`src/rtl/muldiv_ctrl.sv`:
```
// RV32M multiply/divide sequencer: drives an external clocked 33x33 multiplier and runs a radix-2 restoring divider.
// Optional `MULDIV_FAST_SPECIAL_EN` short-circuits divide-by-zero, signed overflow and divide-by-one.
module muldiv_ctrl #(
    parameter int MUL_LAT = 1
) (
    input  logic        clk,
    input  logic        rst,
    input  logic        start_i,
    input  logic [2:0]  op_i,
    input  logic [31:0] rs1_i,
    input  logic [31:0] rs2_i,
    input  logic        kill_i,
    output logic        busy_o,
    output logic        done_o,
    output logic [31:0] result_o,
    output logic [32:0] mul_a_o,
    output logic [32:0] mul_b_o,
    input  logic [65:0] mul_res_i
);
    typedef enum logic [2:0] {IDLE, MUL_WAIT, DIV_RUN, DIV_FIX, DONE} state_t;

    localparam logic [5:0] MUL_LAT_C = 6'(MUL_LAT);

    state_t      state_q, state_d;
    logic [2:0]  op_q, op_d;
    logic [31:0] a_q, a_d;
    logic [5:0]  cnt_q, cnt_d;
    logic [31:0] quo_q, quo_d;
    logic [31:0] rem_q, rem_d;
    logic [31:0] dvsr_q, dvsr_d;
    logic        neg_quo_q, neg_quo_d;
    logic        neg_rem_q, neg_rem_d;
    logic        dz_q, dz_d;
    logic        ovf_q, ovf_d;
    logic        busy_q, busy_d;
    logic        done_q, done_d;
    logic [31:0] result_q, result_d;
    logic [32:0] mul_a_q, mul_a_d;
    logic [32:0] mul_b_q, mul_b_d;
`ifdef MULDIV_FAST_SPECIAL_EN
    logic        one_q, one_d;
`endif

    logic        signed_op;
    logic [31:0] abs1, abs2;
    logic [32:0] shifted;
    logic [33:0] diff;
    logic        unused_res_bits;

    assign unused_res_bits = ^mul_res_i[65:64];

    always_comb begin
        state_d   = state_q;
        op_d      = op_q;
        a_d       = a_q;
        cnt_d     = cnt_q;
        quo_d     = quo_q;
        rem_d     = rem_q;
        dvsr_d    = dvsr_q;
        neg_quo_d = neg_quo_q;
        neg_rem_d = neg_rem_q;
        dz_d      = dz_q;
        ovf_d     = ovf_q;
        busy_d    = busy_q;
        done_d    = 1'b0;
        result_d  = result_q;
        mul_a_d   = mul_a_q;
        mul_b_d   = mul_b_q;
`ifdef MULDIV_FAST_SPECIAL_EN
        one_d     = one_q;
`endif
        signed_op = ~op_i[0];
        abs1      = (signed_op && rs1_i[31]) ? -rs1_i : rs1_i;
        abs2      = (signed_op && rs2_i[31]) ? -rs2_i : rs2_i;
        shifted   = {rem_q, quo_q[31]};
        diff      = {1'b0, shifted} - {2'b00, dvsr_q};

        case (state_q)
            IDLE: begin
                if (start_i && !kill_i) begin
                    op_d   = op_i;
                    a_d    = rs1_i;
                    cnt_d  = '0;
                    busy_d = 1'b1;
                    if (!op_i[2]) begin
                        mul_a_d = {(op_i != 3'd3) && rs1_i[31], rs1_i};
                        mul_b_d = {(op_i < 3'd2) && rs2_i[31], rs2_i};
                        state_d = MUL_WAIT;
                    end else begin
                        quo_d     = abs1;
                        rem_d     = '0;
                        dvsr_d    = abs2;
                        neg_quo_d = signed_op && (rs1_i[31] ^ rs2_i[31]);
                        neg_rem_d = signed_op && rs1_i[31];
                        dz_d      = (rs2_i == 32'd0);
                        ovf_d     = signed_op && (rs1_i == 32'h8000_0000) && (rs2_i == 32'hFFFF_FFFF);
`ifdef MULDIV_FAST_SPECIAL_EN
                        one_d   = (rs2_i == 32'd1);
                        state_d = (dz_d || ovf_d || one_d) ? DIV_FIX : DIV_RUN;
`else
                        state_d = DIV_RUN;
`endif
                    end
                end
            end
            MUL_WAIT: begin
                if (kill_i) begin
                    state_d = IDLE;
                    busy_d  = 1'b0;
                end else if (cnt_q == MUL_LAT_C) begin
                    result_d = (op_q == 3'd0) ? mul_res_i[31:0] : mul_res_i[63:32];
                    done_d   = 1'b1;
                    state_d  = DONE;
                end else begin
                    cnt_d = cnt_q + 6'd1;
                end
            end
            DIV_RUN: begin
                if (kill_i) begin
                    state_d = IDLE;
                    busy_d  = 1'b0;
                end else begin
                    // Restoring step: keep the trial subtraction only when it did not borrow.
                    if (!diff[33]) begin
                        rem_d = diff[31:0];
                        quo_d = {quo_q[30:0], 1'b1};
                    end else begin
                        rem_d = shifted[31:0];
                        quo_d = {quo_q[30:0], 1'b0};
                    end
                    if (cnt_q == 6'd31) begin
                        cnt_d   = '0;
                        state_d = DIV_FIX;
                    end else begin
                        cnt_d = cnt_q + 6'd1;
                    end
                end
            end
            DIV_FIX: begin
                if (kill_i) begin
                    state_d = IDLE;
                    busy_d  = 1'b0;
                end else if (cnt_q == 6'd0) begin
                    // First fix cycle settles the signed quotient/remainder, second one publishes.
                    cnt_d = 6'd1;
                    if (dz_q) begin
                        quo_d = 32'hFFFF_FFFF;
                        rem_d = a_q;
                    end else if (ovf_q) begin
                        quo_d = 32'h8000_0000;
                        rem_d = '0;
`ifdef MULDIV_FAST_SPECIAL_EN
                    end else if (one_q) begin
                        quo_d = a_q;
                        rem_d = '0;
`endif
                    end else begin
                        quo_d = neg_quo_q ? -quo_q : quo_q;
                        rem_d = neg_rem_q ? -rem_q : rem_q;
                    end
                end else begin
                    result_d = op_q[1] ? rem_q : quo_q;
                    done_d   = 1'b1;
                    state_d  = DONE;
                end
            end
            DONE: begin
                state_d = IDLE;
                busy_d  = 1'b0;
            end
            default: begin
                state_d = IDLE;
                busy_d  = 1'b0;
            end
        endcase
    end

    always_ff @(posedge clk) begin
        if (rst) begin
            state_q   <= IDLE;
            op_q      <= '0;
            a_q       <= '0;
            cnt_q     <= '0;
            quo_q     <= '0;
            rem_q     <= '0;
            dvsr_q    <= '0;
            neg_quo_q <= 1'b0;
            neg_rem_q <= 1'b0;
            dz_q      <= 1'b0;
            ovf_q     <= 1'b0;
            busy_q    <= 1'b0;
            done_q    <= 1'b0;
            result_q  <= '0;
            mul_a_q   <= '0;
            mul_b_q   <= '0;
`ifdef MULDIV_FAST_SPECIAL_EN
            one_q     <= 1'b0;
`endif
        end else begin
            state_q   <= state_d;
            op_q      <= op_d;
            a_q       <= a_d;
            cnt_q     <= cnt_d;
            quo_q     <= quo_d;
            rem_q     <= rem_d;
            dvsr_q    <= dvsr_d;
            neg_quo_q <= neg_quo_d;
            neg_rem_q <= neg_rem_d;
            dz_q      <= dz_d;
            ovf_q     <= ovf_d;
            busy_q    <= busy_d;
            done_q    <= done_d;
            result_q  <= result_d;
            mul_a_q   <= mul_a_d;
            mul_b_q   <= mul_b_d;
`ifdef MULDIV_FAST_SPECIAL_EN
            one_q     <= one_d;
`endif
        end
    end

    assign busy_o   = busy_q;
    assign done_o   = done_q;
    assign result_o = result_q;
    assign mul_a_o  = mul_a_q;
    assign mul_b_o  = mul_b_q;
endmodule

```
`config.mk`:
```
export PLATFORM = sky130hd
export DESIGN_NAME = muldiv_ctrl
export DESIGN_NICKNAME = d
export VERILOG_FILES = /design/src/rtl/muldiv_ctrl.sv
export SDC_FILE = /design/constraint.sdc
export NUM_CORES = 1
export LEC_CHECK = 0
export CAP_MARGIN = 20
export CORE_MARGIN = 8
export CORE_UTILIZATION = 55
export DETAILED_ROUTE_END_ITERATION = 8
export GPL_TIMING_DRIVEN = 0
export PLACE_DENSITY = 0.8
export SYNTH_ARGS = -nofsm -noshare
export SYNTH_HDL_FRONTEND = slang
export SYNTH_SLANG_ARGS = --single-unit
```
`constraint.sdc`:
```
create_clock -name clk -period 3.7 [get_ports clk]
set_input_delay 0.925 -clock clk [delete_from_list [all_inputs] [get_ports clk]]
set_output_delay 0.925 -clock clk [all_outputs]
set_load 0.02 [all_outputs]
```
==> flow_metrics.env <==
export IMPL_fin_crit_ps=3690
export IMPL_syn_cell_area_mm2=0.0154
export IMPL_setup_violations=0
export IMPL_rows=61
export IMPL_clock_root_buffer="clkbuf_16"
export IMPL_grt_pass1_vias=16600
export IMPL_p_leak_nw=6.87
export IMPL_coreArea_mm2=0.0276
export IMPL_pin_count=237
export IMPL_drive_above_1_share=0.0351
export IMPL_max_freq_mhz=271
export IMPL_grt_pass1_wl_mm=97.6
export IMPL_h_tree_depth=1
export IMPL_layout_common_cells="nand2_1 (349), a21oi_1 (251), dfxtp_1 (244), clkdlybuf4s50_1 (225), nor2_1 (218)"
export IMPL_drtIter0Drc=2322
export IMPL_hold_viol_final=0
export IMPL_grt_max_degree=16
export IMPL_p_per_area_mw_per_mm2=418
export IMPL_yosysSeqAreaShare=0.318
export IMPL_antenna_found_initial=2
export IMPL_wirelength_mm=64.5
export IMPL_synth_cell_types=78
export IMPL_hold_path_cell_count=2
export IMPL_drc_errors=0
export IMPL_crit_path_end_kind="flip-flop"
export IMPL_antenna_diode_count=0
export IMPL_dr_pass1_iters=7
export IMPL_synth_seq_cells=244
export IMPL_tns_ps=0
export IMPL_cts_buffers=28
export IMPL_peakVddDrop_uv=467
export IMPL_initial_core_util=0.556
export IMPL_synth_cells=2114
export IMPL_yosys_most_used_dff="dfxtp_1"
export IMPL_fin_skew_ps=34.1
export IMPL_cp_required_ps=4120
export IMPL_reg2reg_depth=7
export IMPL_grt_total_usage=0.367
export IMPL_slew_headroom=0.263
export IMPL_maxSlewViolCount=0
export IMPL_finalCritPeriodShare=0.996
export IMPL_holdBufCountCts=0
export IMPL_holdWs_ps=453
export IMPL_cts_sinks=244
export IMPL_clockBufferDepth=3
export IMPL_critPathLaunchType="primary input"
export IMPL_preCtsSetupSlack_ps=-474
export IMPL_io_buffer_count=225
export IMPL_cts_tree="built"
export IMPL_worst_slack_ps=13.0
export IMPL_die_w_um=183
export IMPL_path_clk_slew_ps=60
export IMPL_hp_class="reg2reg"
export IMPL_path_max_fanout=10
export IMPL_hpwl_mm=49.5
export IMPL_maxCapViolCount=0
export IMPL_worst_pin_slew_ps=1110
export IMPL_grt_setup_unrepaired="false"
export IMPL_postRouteAntennaNets=0
export IMPL_gp_congestion=1.02
export IMPL_vias=17700
export IMPL_avgViaCountPerCell=6.41
export IMPL_status="completed"
export IMPL_path_class="in2reg"
export IMPL_avgSynthCellArea_um2=7.27
export IMPL_area_growth_pct=24.4
export IMPL_overflow=0
export IMPL_synth_async_sr_flop_share=0
export IMPL_nets=2548
export IMPL_yosys_warnings=0
export IMPL_wl_per_cell_um=23.3
export IMPL_syn_nets=2292
export IMPL_design_die_area_mm2=0.0335
export IMPL_synth_edf_count=0
export IMPL_cp_arrival_ps=4110
export IMPL_final_common_cell="nand2_1"
export IMPL_insertion_delay_ps=580
export IMPL_die_h_um=183
worst paths after layout:
kind	endpoint	slack, ps	start
min	mul_a_o[0]	450	mul_a_o[0]
max reg2reg	quo_q[7]	130	cnt_q[2]
max	quo_q[7]	10	op_i[2]
min reg2reg	mul_a_o[0]	450	mul_a_o[0]
power by group:
part | leakage, nW | internal [mW] | switching, mW | total (mW)
logic | 4.40 | 0.824 | 1.32 | 2.14
clock network | 0.487 | 1.77 | 1.20 | 2.97
registers | 1.99 | 2.74 | 0.133 | 2.87
repair_timing:
action	CTS	global route
pin swaps	0	1
hold endpoints to repair	0	0
buffers inserted	0	1
gates resized for setup	1	5
setup endpoints to repair	3	21
layer usage:
| metal | wire, um | vias up | global-route usage | part of all wire |
|---|---|---|---|---|
| met3 | 8480 | 218 | 0.0863 | 0.13 |
| met4 | 3070 | 4 | 0.145 | 0.048 |
| met2 | 27200 | 1202 | 0.563 | 0.42 |
| li1 | - | 8047 | - | - |
| met5 | 23 | - | 0 | 0.00036 |
| met1 | 25700 | 8275 | 0.492 | 0.40 |
state kept, by name, indices dropped and copies added, names as in the netlist:
name	count
a_q	32
busy_o	1
cnt_q	6
done_o	1
dvsr_q	32
dz_q	1
mul_a_o	33
mul_b_o	33
neg_quo_q	1
neg_rem_q	1
op_q	3
ovf_q	1
quo_q	32
rem_q	32
result_o	32
state_q	3
stage by stage:
step	instance area [um2]	instances	power, mW	utilization
2_1_floorplan	15400	2114	4.22	-
3_3_place_gp	18100	2717	4.94	0.655
3_5_place_dp	18100	2717	4.96	0.655
4_1_cts	19100	2768	7.89	0.691
5_1_grt	19100	2769	8.23	0.692
6_report	19100	2769	7.98	0.692
logic make-up (layout without fill, tap and decap cells):
family | after synthesis | in the layout | synth area share
AND/OR/NAND/NOR | 836 | 836 | 0.250
flip-flops | 244 | 244 | 0.318
AO/OA/AOI/OAI | 628 | 628 | 0.263
adder cells (fa/ha/maj) | 41 | 41 | 0.0339
XOR/XNOR | 120 | 120 | 0.0684
buffers and inverters | 232 | 509 | 0.0578
multiplexers | 13 | 13 | 0.00888
worst max-delay path: stages:
cell and delay (ps):
clkdlybuf4s50_1 760, and3b_1 230, o21ai_1 140, a221oi_4 560, o21ai_1 520, clkbuf_1 390
a2111oi_0 480, nor3_1 90
cell type report:
cell class,instances,area [um2]
inverters,60,225
clock buffers,40,826
multi-input cells,1638,9620
well taps,378,473
repair buffers,226,2260
plain buffers,172,663
clock inverters,11,164
flip-flops and latches,244,4880
fillers,2304,8520
Yosys cell counts (all sizes together) (4+ instances only):
| cell | count | area (um2) |
|---|---|---|
| a211oi | 73 | 548 |
| ha | 40 | 500 |
| o211a | 6 | 60.1 |
| a21oi | 252 | 1260 |
| o31ai | 15 | 113 |
| o211ai | 12 | 90.1 |
| nor4 | 29 | 228 |
| nand4 | 23 | 144 |
| nand3b | 7 | 52.6 |
| mux2i | 8 | 80.1 |
| a211o | 4 | 35.0 |
| a22oi | 12 | 90.1 |
| nor2 | 218 | 818 |
| nand2b | 14 | 90.1 |
| xnor2 | 67 | 587 |
| o21a | 7 | 52.6 |
| or3 | 24 | 150 |
| inv | 60 | 225 |
| a31oi | 19 | 119 |
| nor2b | 37 | 231 |
| nand3 | 22 | 110 |
| o41ai | 7 | 61.3 |
| dfxtp | 244 | 4880 |
| nor4b | 4 | 56.3 |
| xor2 | 53 | 464 |
| and3 | 10 | 62.6 |
| nor3 | 62 | 310 |
| buf | 16 | 76.3 |
| a311oi | 49 | 429 |
| mux2 | 5 | 56.3 |
| or4 | 15 | 116 |
| o21ai | 87 | 435 |
| and2 | 6 | 37.5 |
| a221o | 6 | 60.1 |
| nand2 | 350 | 1320 |
| a21o | 13 | 97.6 |
| or2 | 6 | 37.5 |
| clkbuf | 156 | 586 |
| o31a | 4 | 35.0 |
| o22ai | 4 | 25.0 |
| a221oi | 32 | 298 |
| o21bai | 8 | 60.1 |
Note: power is estimated with default switching activity, not from simulation.
